$ cat src/rtl/req_capture8_pkg.sv
// rtl/req_capture8_pkg.sv - shared types and helpers for the req_capture8 request capture stage
//
// Package req_capture_pkg:
//   NUM_LINES / IDX_W : line count and encoded index width
//   req_vec_t         : one bit per request line
//   req_idx_t         : encoded line index
//   idx_onehot()      : index -> one-hot line vector
package req_capture_pkg;

    localparam int NUM_LINES = 8;
    localparam int IDX_W     = 3;

    typedef logic [NUM_LINES-1:0] req_vec_t;
    typedef logic [IDX_W-1:0]     req_idx_t;

    function automatic req_vec_t idx_onehot(input req_idx_t idx);
        idx_onehot = req_vec_t'(1) << idx;
    endfunction

endpackage

$ cat src/rtl/req_capture8_if.sv
// rtl/req_capture8_if.sv - request/acknowledge bundle between line drivers, capture stage and encoder
//
// Signals:
//   req_in   : raw request lines
//   mask     : per-line output enable
//   ack      : consumer served one request this cycle
//   ack_idx  : index of the served line, qualified by ack
//   ovf_clr  : clear all overflow flags
//   pend_out : masked pending vector (encoder request vector)
//   pend_any : OR of pend_out (encoder enable)
//   overflow : sticky per-line lost-event flags
// Modports: slave = capture stage, master = surrounding logic.
interface req_capture8_if;
    import req_capture_pkg::*;

    req_vec_t req_in;
    req_vec_t mask;
    logic     ack;
    req_idx_t ack_idx;
    logic     ovf_clr;
    req_vec_t pend_out;
    logic     pend_any;
    req_vec_t overflow;

    modport slave (
        input  req_in, mask, ack, ack_idx, ovf_clr,
        output pend_out, pend_any, overflow
    );

    modport master (
        output req_in, mask, ack, ack_idx, ovf_clr,
        input  pend_out, pend_any, overflow
    );
endinterface

$ cat src/rtl/req_capture8_sync2.sv
// rtl/req_capture8_sync2.sv - parameterised-width two-flop synchronizer
//
// Ports:
//   clk : sampling clock
//   rst : synchronous active-high reset, clears both stages
//   d   : asynchronous input vector
//   q   : synchronized output, two clocks behind d
module sync2 #(
    parameter int WIDTH = 8
) (
    input  logic             clk,
    input  logic             rst,
    input  logic [WIDTH-1:0] d,
    output logic [WIDTH-1:0] q
);

    logic [WIDTH-1:0] meta;

    always_ff @(posedge clk) begin
        if (rst) begin
            meta <= '0;
            q    <= '0;
        end else begin
            meta <= d;
            q    <= meta;
        end
    end

endmodule

$ cat src/rtl/req_capture8.sv
// rtl/req_capture8.sv - eight-line request capture stage feeding an 8-to-3 priority encoder
//
// Parameters:
//   EDGE_MODE : per-line mode, 1 = rising-edge capture with ack clear, 0 = level-follow
// Ports:
//   clk : single clock
//   rst : synchronous active-high reset
//   bus : req_capture8_if.slave (requests, mask, ack, overflow clear, encoder outputs)
// Build option:
//   REQ_CAPTURE_SYNC_EN : insert a two-flop synchronizer on req_in (latency 2 -> 4 clocks)
module req_capture8
    import req_capture_pkg::*;
#(
    parameter req_vec_t EDGE_MODE = 8'hFF
) (
    input  logic           clk,
    input  logic           rst,
    req_capture8_if.slave  bus
);

    req_vec_t req_s;
    req_vec_t req_q;
    req_vec_t req_d;
    req_vec_t pend;
    req_vec_t ovf;

    req_vec_t set_v;
    req_vec_t clr_v;
    req_vec_t pend_nxt;
    req_vec_t ovf_nxt;

`ifdef REQ_CAPTURE_SYNC_EN
    sync2 #(
        .WIDTH (NUM_LINES)
    ) u_sync (
        .clk (clk),
        .rst (rst),
        .d   (bus.req_in),
        .q   (req_s)
    );
`else
    assign req_s = bus.req_in;
`endif

    always_comb begin
        set_v    = req_q & ~req_d;
        clr_v    = bus.ack ? idx_onehot(bus.ack_idx) : '0;
        // Set beats clear on the same bit so a fresh event is never lost.
        pend_nxt = (EDGE_MODE & ((pend & ~clr_v) | set_v)) | (~EDGE_MODE & req_q);
        // A new overflow beats a simultaneous clear.
        ovf_nxt  = (bus.ovf_clr ? '0 : ovf) | (EDGE_MODE & set_v & pend & ~clr_v);
    end

    always_ff @(posedge clk) begin
        if (rst) begin
            req_q <= '0;
            req_d <= '0;
            pend  <= '0;
            ovf   <= '0;
        end else begin
            req_q <= req_s;
            req_d <= req_q;
            pend  <= pend_nxt;
            ovf   <= ovf_nxt;
        end
    end

    // Masking is purely on the output; hidden lines keep their state.
    assign bus.pend_out = pend & bus.mask;
    assign bus.pend_any = |bus.pend_out;
    assign bus.overflow = ovf;

endmodule

$ cat src/flat_wrapper.sv
// flat-port wrapper written by rule: the top's interface ports become plain ports
module req_capture8_flat import req_capture_pkg::*;
#(
    parameter req_vec_t EDGE_MODE = 8'hFF
)
  (clk, rst, bus_req_in, bus_mask, bus_ack, bus_ack_idx, bus_ovf_clr, bus_pend_out, bus_pend_any, bus_overflow);
  req_capture8_if bus_i ();
  input  logic clk;
  input  logic rst;
  input wire logic [$bits(bus_i.req_in)-1:0] bus_req_in;
  input wire logic [$bits(bus_i.mask)-1:0] bus_mask;
  input wire logic [$bits(bus_i.ack)-1:0] bus_ack;
  input wire logic [$bits(bus_i.ack_idx)-1:0] bus_ack_idx;
  input wire logic [$bits(bus_i.ovf_clr)-1:0] bus_ovf_clr;
  output wire logic [$bits(bus_i.pend_out)-1:0] bus_pend_out;
  output wire logic [$bits(bus_i.pend_any)-1:0] bus_pend_any;
  output wire logic [$bits(bus_i.overflow)-1:0] bus_overflow;
  assign bus_i.req_in = bus_req_in;
  assign bus_i.mask = bus_mask;
  assign bus_i.ack = bus_ack;
  assign bus_i.ack_idx = bus_ack_idx;
  assign bus_i.ovf_clr = bus_ovf_clr;
  assign bus_pend_out = bus_i.pend_out;
  assign bus_pend_any = bus_i.pend_any;
  assign bus_overflow = bus_i.overflow;
  req_capture8 #(.EDGE_MODE(EDGE_MODE)) u_core (.clk(clk), .rst(rst), .bus(bus_i));
endmodule
$ cat config.mk
export PLATFORM = sky130hd
export DESIGN_NAME = req_capture8_flat
export DESIGN_NICKNAME = d
export VERILOG_FILES = /design/src/rtl/req_capture8_pkg.sv /design/src/rtl/req_capture8_if.sv /design/src/rtl/req_capture8_sync2.sv /design/src/rtl/req_capture8.sv /design/src/flat_wrapper.sv
export SDC_FILE = /design/constraint.sdc
export NUM_CORES = 1
export LEC_CHECK = 0
export BUFFER_PORTS_ARGS = -buffer_cell sky130_fd_sc_hd__clkbuf_2
export CAP_MARGIN = 20
export CELL_PAD_IN_SITES_DETAIL_PLACEMENT = 1
export CELL_PAD_IN_SITES_GLOBAL_PLACEMENT = 1
export CORE_ASPECT_RATIO = 0.75
export CORE_MARGIN = 2
export CORE_UTILIZATION = 35
export CTS_CLUSTER_DIAMETER = 120
export DETAILED_ROUTE_END_ITERATION = 8
export MAX_ROUTING_LAYER = met4
export PLACE_DENSITY_LB_ADDON = 0.25
export SYNTH_ARGS = -nofsm -noshare
export SYNTH_HDL_FRONTEND = slang
export SYNTH_SLANG_ARGS = --single-unit
$ cat constraint.sdc
create_clock -name clk -period 1.69 [get_ports clk]
set_input_delay 0.0845 -clock clk [delete_from_list [all_inputs] [get_ports clk]]
set_output_delay 0.0845 -clock clk [all_outputs]
set_load 0.005 [all_outputs]
# Word level (Yosys, flattened, before mapping)
# Index checks and enable logic that the tools add are counted.
# Widths: inputs -> output; s select.
[word_totals]
regBits = 32
inputBits = 23
out_inout_bits = 17
elab_cells = 17
[classes]
shifts = 1
mux = 2
bitwise = 9
n_reduce_logical = 1
[op_table]
columns = ["operator", "n"]
rows = [
  ["$and 8x8->8", 5],
  ["$mux 8", 2],
  ["$not 8->8", 2],
  ["$or 8x8->8", 2],
  ["$reduce_or 8->1", 1],
  ["$shl 1x3->8 const A", 1],
]

# Logic depth before layout (Yosys ltp)
# Gate-level depths: netlist (run 1).
[depth]
word_depth = 5
depth_mapped = 3
mapped_depth_nobuf = 3

# Worst setup path before layout (run 1)
# No wires, ideal clock.
[synth_timing]
kind = "flip-flop to output port"
start = "register u_core.pend[2]"
end = "output bus_pend_any"
arrival_time_ps = 1392
t_required_ps = 1605
setup_slack_ps = 214
stages_incl_launch_ff = 4
n_path_buf = 0
path_cell_list = "dfxtp_1 > and2_4 > or4_1 > or4_1"
[synth_between]
elab_chain_cells = 2
[synth_lines]
columns = ["item", "line", "text"]
rows = [
  ["from (decl)", "req_capture8.sv:24", "req_vec_t pend;"],
  ["from (signal assigned)", "req_capture8.sv:63", "pend <= pend_nxt;"],
  ["$and 8x8->8", "req_capture8.sv:69", "assign bus.pend_out = pend & bus.mask;"],
  ["named net bus_pend_out[2]", "flat_wrapper.sv:15", "output wire logic [$bits(bus_i.pend_out)-1:0] bus_pend_out;"],
  ["$reduce_or 8->1", "req_capture8.sv:70", "assign bus.pend_any = |bus.pend_out;"],
  ["to (decl)", "flat_wrapper.sv:16", "output wire logic [$bits(bus_i.pend_any)-1:0] bus_pend_any;"],
]
# The timed path passes the listed nets, and every way through them passes these cells.

# Final worst setup path (run 1)
[layout_timing]
start = "register u_core.pend[2]"
end = "output bus_pend_any"
[layout_between]
elab_chain_cells = 2
[layout_lines]
columns = ["item", "line"]
rows = [
  ["$and 8x8->8", "req_capture8.sv:69"],
  ["$reduce_or 8->1", "req_capture8.sv:70"],
]
# No other way between the ends.

==> results of run 1 <==
-- worst min-delay path by stage --
stage	startpoint	endpoint	slack, ps
final	bus_req_in[1]	u_core.req_q[1]	10
after global routing	bus_req_in[5]	u_core.req_q[5]	9
after CTS	bus_req_in[6]	u_core.req_q[6]	8
after detailed placement	bus_req_in[6]	u_core.req_q[6]	300
after global placement	bus_req_in[7]	u_core.req_q[7]	290
after floorplan	rst	u_core.req_d[7]	160
-- layout by cell type (no fill, tap or decap) --
| cell type | synthesis | final |
|---|---|---|
| and2_1 | 7 | 7 |
| and2_4 | 1 | 1 |
| buf_4 | 0 | 2 |
| clkbuf_1 | 2 | 2 |
| clkbuf_2 | 0 | 39 |
| clkbuf_8 | 0 | 6 |
| dfxtp_1 | 32 | 32 |
| inv_1 | 5 | 5 |
| nand2_1 | 12 | 12 |
| nand2b_1 | 6 | 6 |
| nand3_1 | 1 | 1 |
| nand4b_1 | 1 | 1 |
| nor2_1 | 3 | 3 |
| nor2b_1 | 14 | 14 |
| nor4b_1 | 3 | 3 |
| o21ai_0 | 10 | 10 |
| o22ai_1 | 1 | 1 |
| o311ai_0 | 4 | 4 |
| o31ai_1 | 1 | 1 |
| o32ai_1 | 2 | 2 |
| o41ai_1 | 2 | 2 |
| or2_2 | 1 | 1 |
| or4_1 | 2 | 2 |
-- registers in the layout (all words and copies together) (netlist names) --
register / flops
u_core.req_d: 8
u_core.req_q: 8
u_core.bus.overflow: 8
u_core.pend: 8
-- stage by stage --
step / cells / instance area [um2]
2_1_floorplan: 110 / 1096
3_3_place_gp: 187 / 1346
3_5_place_dp: 187 / 1346
4_1_cts: 195 / 1436
5_1_grt: 195 / 1436
6_report: 195 / 1436
-- layer usage --
| layer | global-route usage [%] | share of wire [%] | vias to the layer above |
|---|---|---|---|
| met4 | 7.667 | 1.2 | 0 |
| met5 | - | 0 | - |
| met3 | 6.022 | 6.0 | 2 |
| met1 | 18.02 | 44 | 424 |
| li1 | - | - | 468 |
| met2 | 28.69 | 49 | 24 |
-- report_power, final --
part           leakage, uW  internal [uW]  switching (uW)
sequential        0.000263            793            15.8
clock            0.0000455            331             248
combinational     0.000328           66.6            64.6
-- what timing repair did --
| action | 4_1_cts | 5_1_grt |
|---|---|---|
| buffers inserted | 0 | 0 |
| pin swaps | 1 | 0 |
| gates cloned | 0 | 0 |
| endpoints found under the setup margin | 1 | 1 |
-- cell families after synthesis --
family / count (synthesis) / share of synthesized area [%]
AOI/OAI and AO/OA: 20 / 12.22
buffers and inverters: 7 / 2.398
DFF: 32 / 58.45
and+or+nand+nor: 51 / 26.94
-- worst register-to-register path, cell delays in order (launching register included) --
cell	delay, ps
dfxtp_1	300
inv_1	50
o41ai_1	350
-- final cells by class --
class,instances,area share (%)
inverter,5,1.307
timing repair buffer,41,14.63
clock buffer,8,6.272
tap,38,3.310
multi-input combinational,71,29.88
sequential,32,44.60
==> impl_metrics.toml, run 1 <==
[status]
status = "finished, violations left"
violations = "setup timing"

[cts]
cts.sinks = 32
path_clk_slew_ps = 60
tritoncts = "yes"
cts-root-buf = "clkbuf_8"
postCtsResizedCells = 0
clock_latency_ps = 270
h-tree-depth = 2
hold_buffers = 0
clk_path_buf_depth = 2
cts_made_buffers = 5

[layout]
regArea_um2 = 640.6
nets = 179
drive_above_1_share_pct = 31.21
fillers = 350
area_growth_syn_to_layout_pct = 31.05
multi_input_area_um2 = 429.2
num_antenna_cells = 0
finish.utilization_pct = 48.58

[timing]
fin_crit_sh_pct = 109.6
fmax_mhz = 540.1
tightest_slew_ps = 537.7
rsz0062_at_grt = "true"
final-setup-viol-count = 1
clock_skew_ps = 3.303
final_hold_viol_count = 0
setup_ws_ps = -161.4
post-route-min-period_ps = 1851
tns_ps = -161.4
hold_ws_ps = 14.73
slew_viol_final = 0
slew_headroom_pct = 63.65

[detailed_routing]
wl_per_cell_um = 12.91
drc = 0
vias_per_cell = 4.708
drtAntennaViolNets = 0
routed_wl_um = 2517
drt_iter0_markers = 33
drt-pass1-iter-count = 4
vias = 918

[synthesis]
synth_area_leader_cell = "dfxtp_1"
synth-edff-count = 0
syn_nets = 133
ys_types = 20
async_reset_ff_share_pct = 0
ys.flop_type = "dfxtp_1"
ys_seq_elements = 32
syn_avg_cell_area_um2 = 9.964
yosysWarnings = 0
synth.most_common_cell = "dfxtp_1"
yosysSeqAreaShare_pct = 58.45
synthCells = 110
yosys-top-cells-area = "dfxtp_1 58%, nor2b_1 8.0%, o21ai_0 4.6%"
yosys-top-cells-count = "32 x dfxtp_1, 14 x nor2b_1, 12 x nand2_1"
syn_area_um2 = 1096
synth_top_area_share_pct = 58.45

[worst_setup_path]
arrival_ps = 1770
cp-end-kind = "output port"
crit_cells = 4
crit_type = "flop to output port"
critPathMaxStageDelay_ps = 510
critPathTopFamily = "simple AND/OR/NAND/NOR gates"
worstSetupEndpoint = "bus_pend_any"
crit_required_ps = 1610
reg2reg_from = "u_core.req_q[1]"
crit_buf_inv = 1
worst_path_most_repeated_cell = "or4_1"
crit_path_start = "u_core.pend[2]"
critPathMaxFanout = 2
reg2reg_depth = 2
crit_chain = "and2_4 > or4_1 > or4_1 > clkbuf_2"
rrSetupSlack_ps = 880
slowest_stage = "or4_1"
cp-start-kind = "flop"
regToRegEndpoint = "u_core.bus.overflow[1]"

[global_routing]
antenna_found_initial = 0
grt_pass1_vias = 955
grt_pass1_wl_um = 4160
overflow = 0
grt_max_degree = 16
track_usage_pct = 17.07

[floorplan]
die_area_um2 = 3600
start_util_pct = 37.07
die_y_um = 52.47
rows = 17
io_pins = 40
die_w_um = 68.62
core_area_um2 = 2957

[power]
power_uw = 1519
leakagePower_uw = 0.0006373
vdd_drop_max_mv = 0.5922
power_density_nw_per_um2 = 1058

[placement]
finalWeightedCongestion = 0.7577
place_hpwl_um = 2047
portBuffers = 39
preCtsSetupSlack_ps = 56.08

[flow_run]
cap_violations = 0

[worst_hold_path]
hp-class = "primary input to flop"
min_path_cells = 2
No activity file was read; power rests on OpenSTA's default activity.
==> inputs of run 2 (changes only) <==
Settings changed: ABC_AREA set to 1, CORE_ASPECT_RATIO 0.75 to unset, CORE_UTILIZATION 35 to 33.
==> run 2 against run 1 <==
Effect of this change:
- the flow now finishes without violations
- die area increased by 18%
- power increased by 11%
- cell count increased by 44%
- core utilization decreased by 3.0 points
- global-route usage decreased by 0.82 points
- clock skew increased by 5.0 ps
- count of clock-buffer cells in the layout decreased by 2
- combinational power increased by 22%
- register-to-register slack improved by 30 ps
- critical path type unchanged
- synthesized area increased by 12%
- synthesized cell count increased by 64%
==> impl_metrics.toml, run 2 <==
[placement]
preCtsSetupSlack_ps = 797.0
dp.cells = 264
place_hpwl_um = 2111
portBuffers = 39
placed_area_um2 = 1470
finalWeightedCongestion = 0.7338

[synthesis]
yosys-top-cells-area = "dfxtp_1 52%, nand2_1 16%, inv_1 14%"
ys_types = 9
yosys-top-cells-count = "53 x nand2_1, 45 x inv_1, 32 x dfxtp_1"
syn_area_um2 = 1230
synth_area_leader_cell = "dfxtp_1"
async_reset_ff_share_pct = 0
ys_seq_elements = 32
yosysWarnings = 0
synth.most_common_cell = "nand2_1"
yosysSeqAreaShare_pct = 52.09
synthCells = 180
syn_nets = 203
ys.flop_type = "dfxtp_1"
synth_top_area_share_pct = 52.09
synth-edff-count = 0
syn_avg_cell_area_um2 = 6.833

[timing]
slew_headroom_pct = 57.28
post-route-min-period_ps = 1196
fin_crit_sh_pct = 70.75
rsz0062_at_grt = "false"
setup_ws_ps = 494.3
fmax_mhz = 836.3
clock_skew_ps = 8.331
final_hold_viol_count = 0
tns_ps = 0
tightest_slew_ps = 640.8
slew_viol_final = 0
final-setup-viol-count = 0

[detailed_routing]
drc = 0
drt_iter0_markers = 64
vias = 1161
routed_wl_um = 2837
drt-pass1-iter-count = 4
drtAntennaViolNets = 0
wl_per_cell_um = 10.13
vias_per_cell = 4.146

[worst_setup_path]
crit_type = "flop to output port"
crit_chain = "nand2_1 > inv_1 > nor3_1 > nand2_1 > clkbuf_2"
critPathMaxFanout = 3
worst_path_most_repeated_cell = "nand2_1"
cp-end-kind = "output port"
arrival_ps = 1110
cp-start-kind = "flop"
crit_buf_inv = 2
critPathMaxStageDelay_ps = 330
slowest_stage = "dfxtp_1"
crit_required_ps = 1610
critPathTopFamily = "simple AND/OR/NAND/NOR gates"

[floorplan]
die_w_um = 65.05
io_pins = 40
die_area_um2 = 4232
die_y_um = 65.05
rows = 22
start_util_pct = 33.85
core_area_um2 = 3633

[layout]
num_antenna_cells = 0
area_growth_syn_to_layout_pct = 34.79
stdcell_count = 280
mostFrequentLayoutCell = "nand2_1"
final_cell_area_um2 = 1658
drive_above_1_share_pct = 20.69
nets = 254
layout_common_cells = "53 x nand2_1, 45 x inv_1, 39 x clkbuf_2, 32 x dfxtp_1, 27 x nor2_1"

[global_routing]
grt_pass1_vias = 1183
grt_pass1_wl_um = 5002
grt_max_degree = 33
antenna_found_initial = 0
track_usage_pct = 16.25
overflow = 0

[cts]
clock_latency_ps = 290
cts_setup_buffers = 0
cts-root-buf = "clkbuf_8"
postCtsResizedCells = 0
tritoncts = "yes"
path_clk_slew_ps = 70
clk_path_buf_depth = 2
cts.sinks = 32
hold_buffers = 8
cts_made_buffers = 5
h-tree-depth = 2

[flow_run]
cap_violations = 0

[worst_hold_path]
hp-class = "primary input to flop"

[status]
status = "complete, no violations"

[power]
leakagePower_uw = 0.0008705
power_density_nw_per_um2 = 1013
vdd_drop_max_mv = 0.5316
## run 2: cell types whose count changed in the layout (fill, tap and decap cells not counted), moves of 3 or more
cell | before | now
nand2b_1 | 6 | 0
nand2_1 | 12 | 53
inv_1 | 5 | 45
and2_1 | 7 | 0
dlygate4sd3_1 | 0 | 8
nor4b_1 | 3 | 0
o21ai_0 | 10 | 0
o311ai_0 | 4 | 0
a21oi_1 | 0 | 16
nor2_1 | 3 | 27
nor2b_1 | 14 | 0
## run 2: final cells by class
| type | instances | area, um2 |
|---|---|---|
| clock inverters | 2 | 35.03 |
| multi-input cells | 99 | 401.6 |
| inverters | 46 | 172.7 |
| well taps | 48 | 60.06 |
| repair buffers | 47 | 275.3 |
| fillers | 510 | 1976 |
| flip-flops and latches | 32 | 640.6 |
| clock buffers | 6 | 72.57 |
## run 2: final timing paths
| check | startpoint | end | slack [ps] | cells past startpoint |
|---|---|---|---|---|
| min reg2reg | u_core.req_q[4] | u_core.req_d[4] | 410 | 2 |
| max | u_core.pend[6] | bus_pend_any | 490 | 5 |
| max reg2reg | u_core.req_q[0] | u_core.bus.overflow[0] | 910 | 4 |
| min | bus_ovf_clr | u_core.bus.overflow[4] | 220 | 4 |
## run 2: per-layer routing
metal | GRT usage, % | vias up | share of wire (%)
met3 | 5.903 | 6 | 5.6
met4 | 6.250 | 0 | 1.8
met2 | 25.77 | 29 | 45
met1 | 18.82 | 509 | 48
met5 | - | - | 0
li1 | - | 617 | -
## run 2: cell families (layout without fill, tap and decap cells)
| logic type | count (synthesis) | in the layout | synth area share, % |
|---|---|---|---|
| AND/OR/NAND/NOR | 83 | 83 | 26.14 |
| flip-flops | 32 | 32 | 52.09 |
| AO/OA/AOI/OAI | 16 | 16 | 6.511 |
| buffers and inverters | 49 | 101 | 15.26 |
## run 2: per-stage QoR
step / total power, uW / hold WS [ps] / utilization (%)
after CTS: 1708 / 226.1 / 45.63
final: 1680 / 217.9 / 45.63
after global placement: 969.2 / 278.7 / 40.46
after detailed placement: 973.0 / 285.2 / 40.46
after global routing: 1768 / 267.2 / 45.63
after floorplan: 904.6 / 153.6 / -
## run 2: tightest hold or removal path: cells and delay by family
family / cells / cell delay [ps]
AND/OR/NAND/NOR: 1 / 100
AO/OA/AOI/OAI: 1 / 50
buffers and inverters: 2 / 210
## run 2: where the power goes
part / switching [uW] / internal, uW
logic: 86.4 / 73.3
clock network: 275 / 437
registers: 18.0 / 790
==> inputs of run 3 (changes only) <==
Settings changed: CORE_UTILIZATION 33 to 30.
Clock period 1.69 ns to 1 ns, I/O delays scaled along.
==> run 3 against run 2 <==
Effect of this change:
- the run now ends with setup timing left
- final area rose by 3.9%
- global-route usage fell by 1.7 points
- sequential share of layout area fell by 0.88 points
- largest power group unchanged
==> impl_metrics.toml, run 3 (synthesis gave the netlist of run 2 again) <==
[status]
status = "finished, violations left"
violations = "setup timing"

[worst_setup_path]
critPathMaxFanout = 3
arrival_ps = 1080
cp-start-kind = "flop"
slowest_stage = "dfxtp_2"
crit_required_ps = 950
crit_type = "flop to output port"
worst_path_most_repeated_cell = "nand2_2"
crit_chain = "nand2_2 > nand2_2 > nor3_2 > nand2_1 > buf_2"
cp-end-kind = "output port"
critPathMaxStageDelay_ps = 340

[cts]
path_clk_slew_ps = 60
cts-root-buf = "clkbuf_8"
tritoncts = "yes"
clock_latency_ps = 280
clk_path_buf_depth = 2
h-tree-depth = 2
cts.sinks = 32
cts_made_buffers = 5

[floorplan]
start_util_pct = 30.97
rows = 23
die_w_um = 68.03
die_y_um = 68.03
die_area_um2 = 4628
io_pins = 40
core_area_um2 = 3971

[detailed_routing]
vias = 1171
vias_per_cell = 4.094
wl_per_cell_um = 9.839
drt_iter0_markers = 10
drtAntennaViolNets = 0
drt-pass1-iter-count = 4
drc = 0
routed_wl_um = 2814

[layout]
final_cell_area_um2 = 1723
mostFrequentLayoutCell = "nand2_1"
area_growth_syn_to_layout_pct = 40.08
finish.utilization_pct = 43.38
layout_common_cells = "46 x nand2_1, 44 x inv_1, 37 x clkbuf_2, 27 x nor2_1, 24 x dfxtp_1"
num_antenna_cells = 0
nets = 258
drive_above_1_share_pct = 29.24

[flow_run]
cap_violations = 0

[global_routing]
track_usage_pct = 14.55
grt_pass1_vias = 1130
antenna_found_initial = 0
overflow = 0
grt_max_degree = 33
grt_pass1_wl_um = 4678

[timing]
clock_skew_ps = 4.812
tightest_slew_ps = 311.2
setup_ws_ps = -134.4
final-setup-viol-count = 2
fmax_mhz = 881.5
rsz0062_at_grt = "true"
slew_viol_final = 0
final_hold_viol_count = 0
fin_crit_sh_pct = 113.4
post-route-min-period_ps = 1134
slew_headroom_pct = 79.23

[worst_hold_path]
hp-class = "primary input to flop"

[placement]
finalWeightedCongestion = 0.7684
portBuffers = 39
place_hpwl_um = 2112
placed_area_um2 = 1493

[power]
leakagePower_uw = 0.0008908
vdd_drop_max_mv = 0.6327
power_density_nw_per_um2 = 1558
## run 3: metrics by stage
step / TNS (ps) / total power (uW) / cells / setup WS, ps / hold slack [ps]
after global routing: -289.2 / 2846 / 286 / -211.5 / 158.6
after CTS: -167.3 / 2713 / 283 / -167.3 / 139.1
after floorplan: 0 / 1529 / 180 / 302.2 / 119.1
after detailed placement: 0 / 1652 / 267 / 102.4 / 249.4
after global placement: 0 / 1646 / 267 / 116.2 / 243.9
final: -152.7 / 2685 / 286 / -134.4 / 139.2
## run 3: worst max-delay path, delay by kind of cell, from the launching register on
family / cells / cell delay (ps)
and+or+nand+nor: 4 / 340
buffers and inverters: 1 / 120
DFF: 1 / 340
## run 3: path summary, 6_finish.rpt
kind | start | cells after the start | slack [ps] | end
worst min-delay path | rst | 3 | 140 | u_core.pend[1]
worst max-delay path | u_core.pend[4] | 5 | -130 | bus_pend_any
worst max register to register | u_core.pend[6] | 5 | 200 | u_core.bus.overflow[6]
worst min register to register | u_core.req_q[6] | 2 | 420 | u_core.req_d[6]
## run 3: per-layer routing
| layer | track usage (%) | vias to the layer above | routed length (um) |
|---|---|---|---|
| met1 | 15.84 | 516 | 1256 |
| met2 | 23.18 | 29 | 1296 |
| li1 | - | 619 | - |
| met5 | - | - | 0 |
| met4 | 7.500 | 0 | 61 |
| met3 | 5.428 | 7 | 199 |
## run 3: layout make-up
class	instances	area (um2)
clock buffer	8	90.09
fill	540	2248
inverter	46	172.7
multi-input combinational	99	429.2
sequential	32	650.6
timing repair buffer	51	317.8
tap	50	62.56
## run 3: timing repair
item,CTS,global route
endpoints found under the hold margin,8,0
hold buffers,8,0
gates resized for setup,6,14
pin swaps,3,5
buffers inserted,0,3
setup endpoints to repair,1,4
## run 3: report_power, final
group	total, uW	internal (uW)	switching (uW)	leakage, uW
Combinational	300	147	153	0.000579
Sequential	1370	1340	31.8	0.000266
Clock	1010	561	453	0.0000455
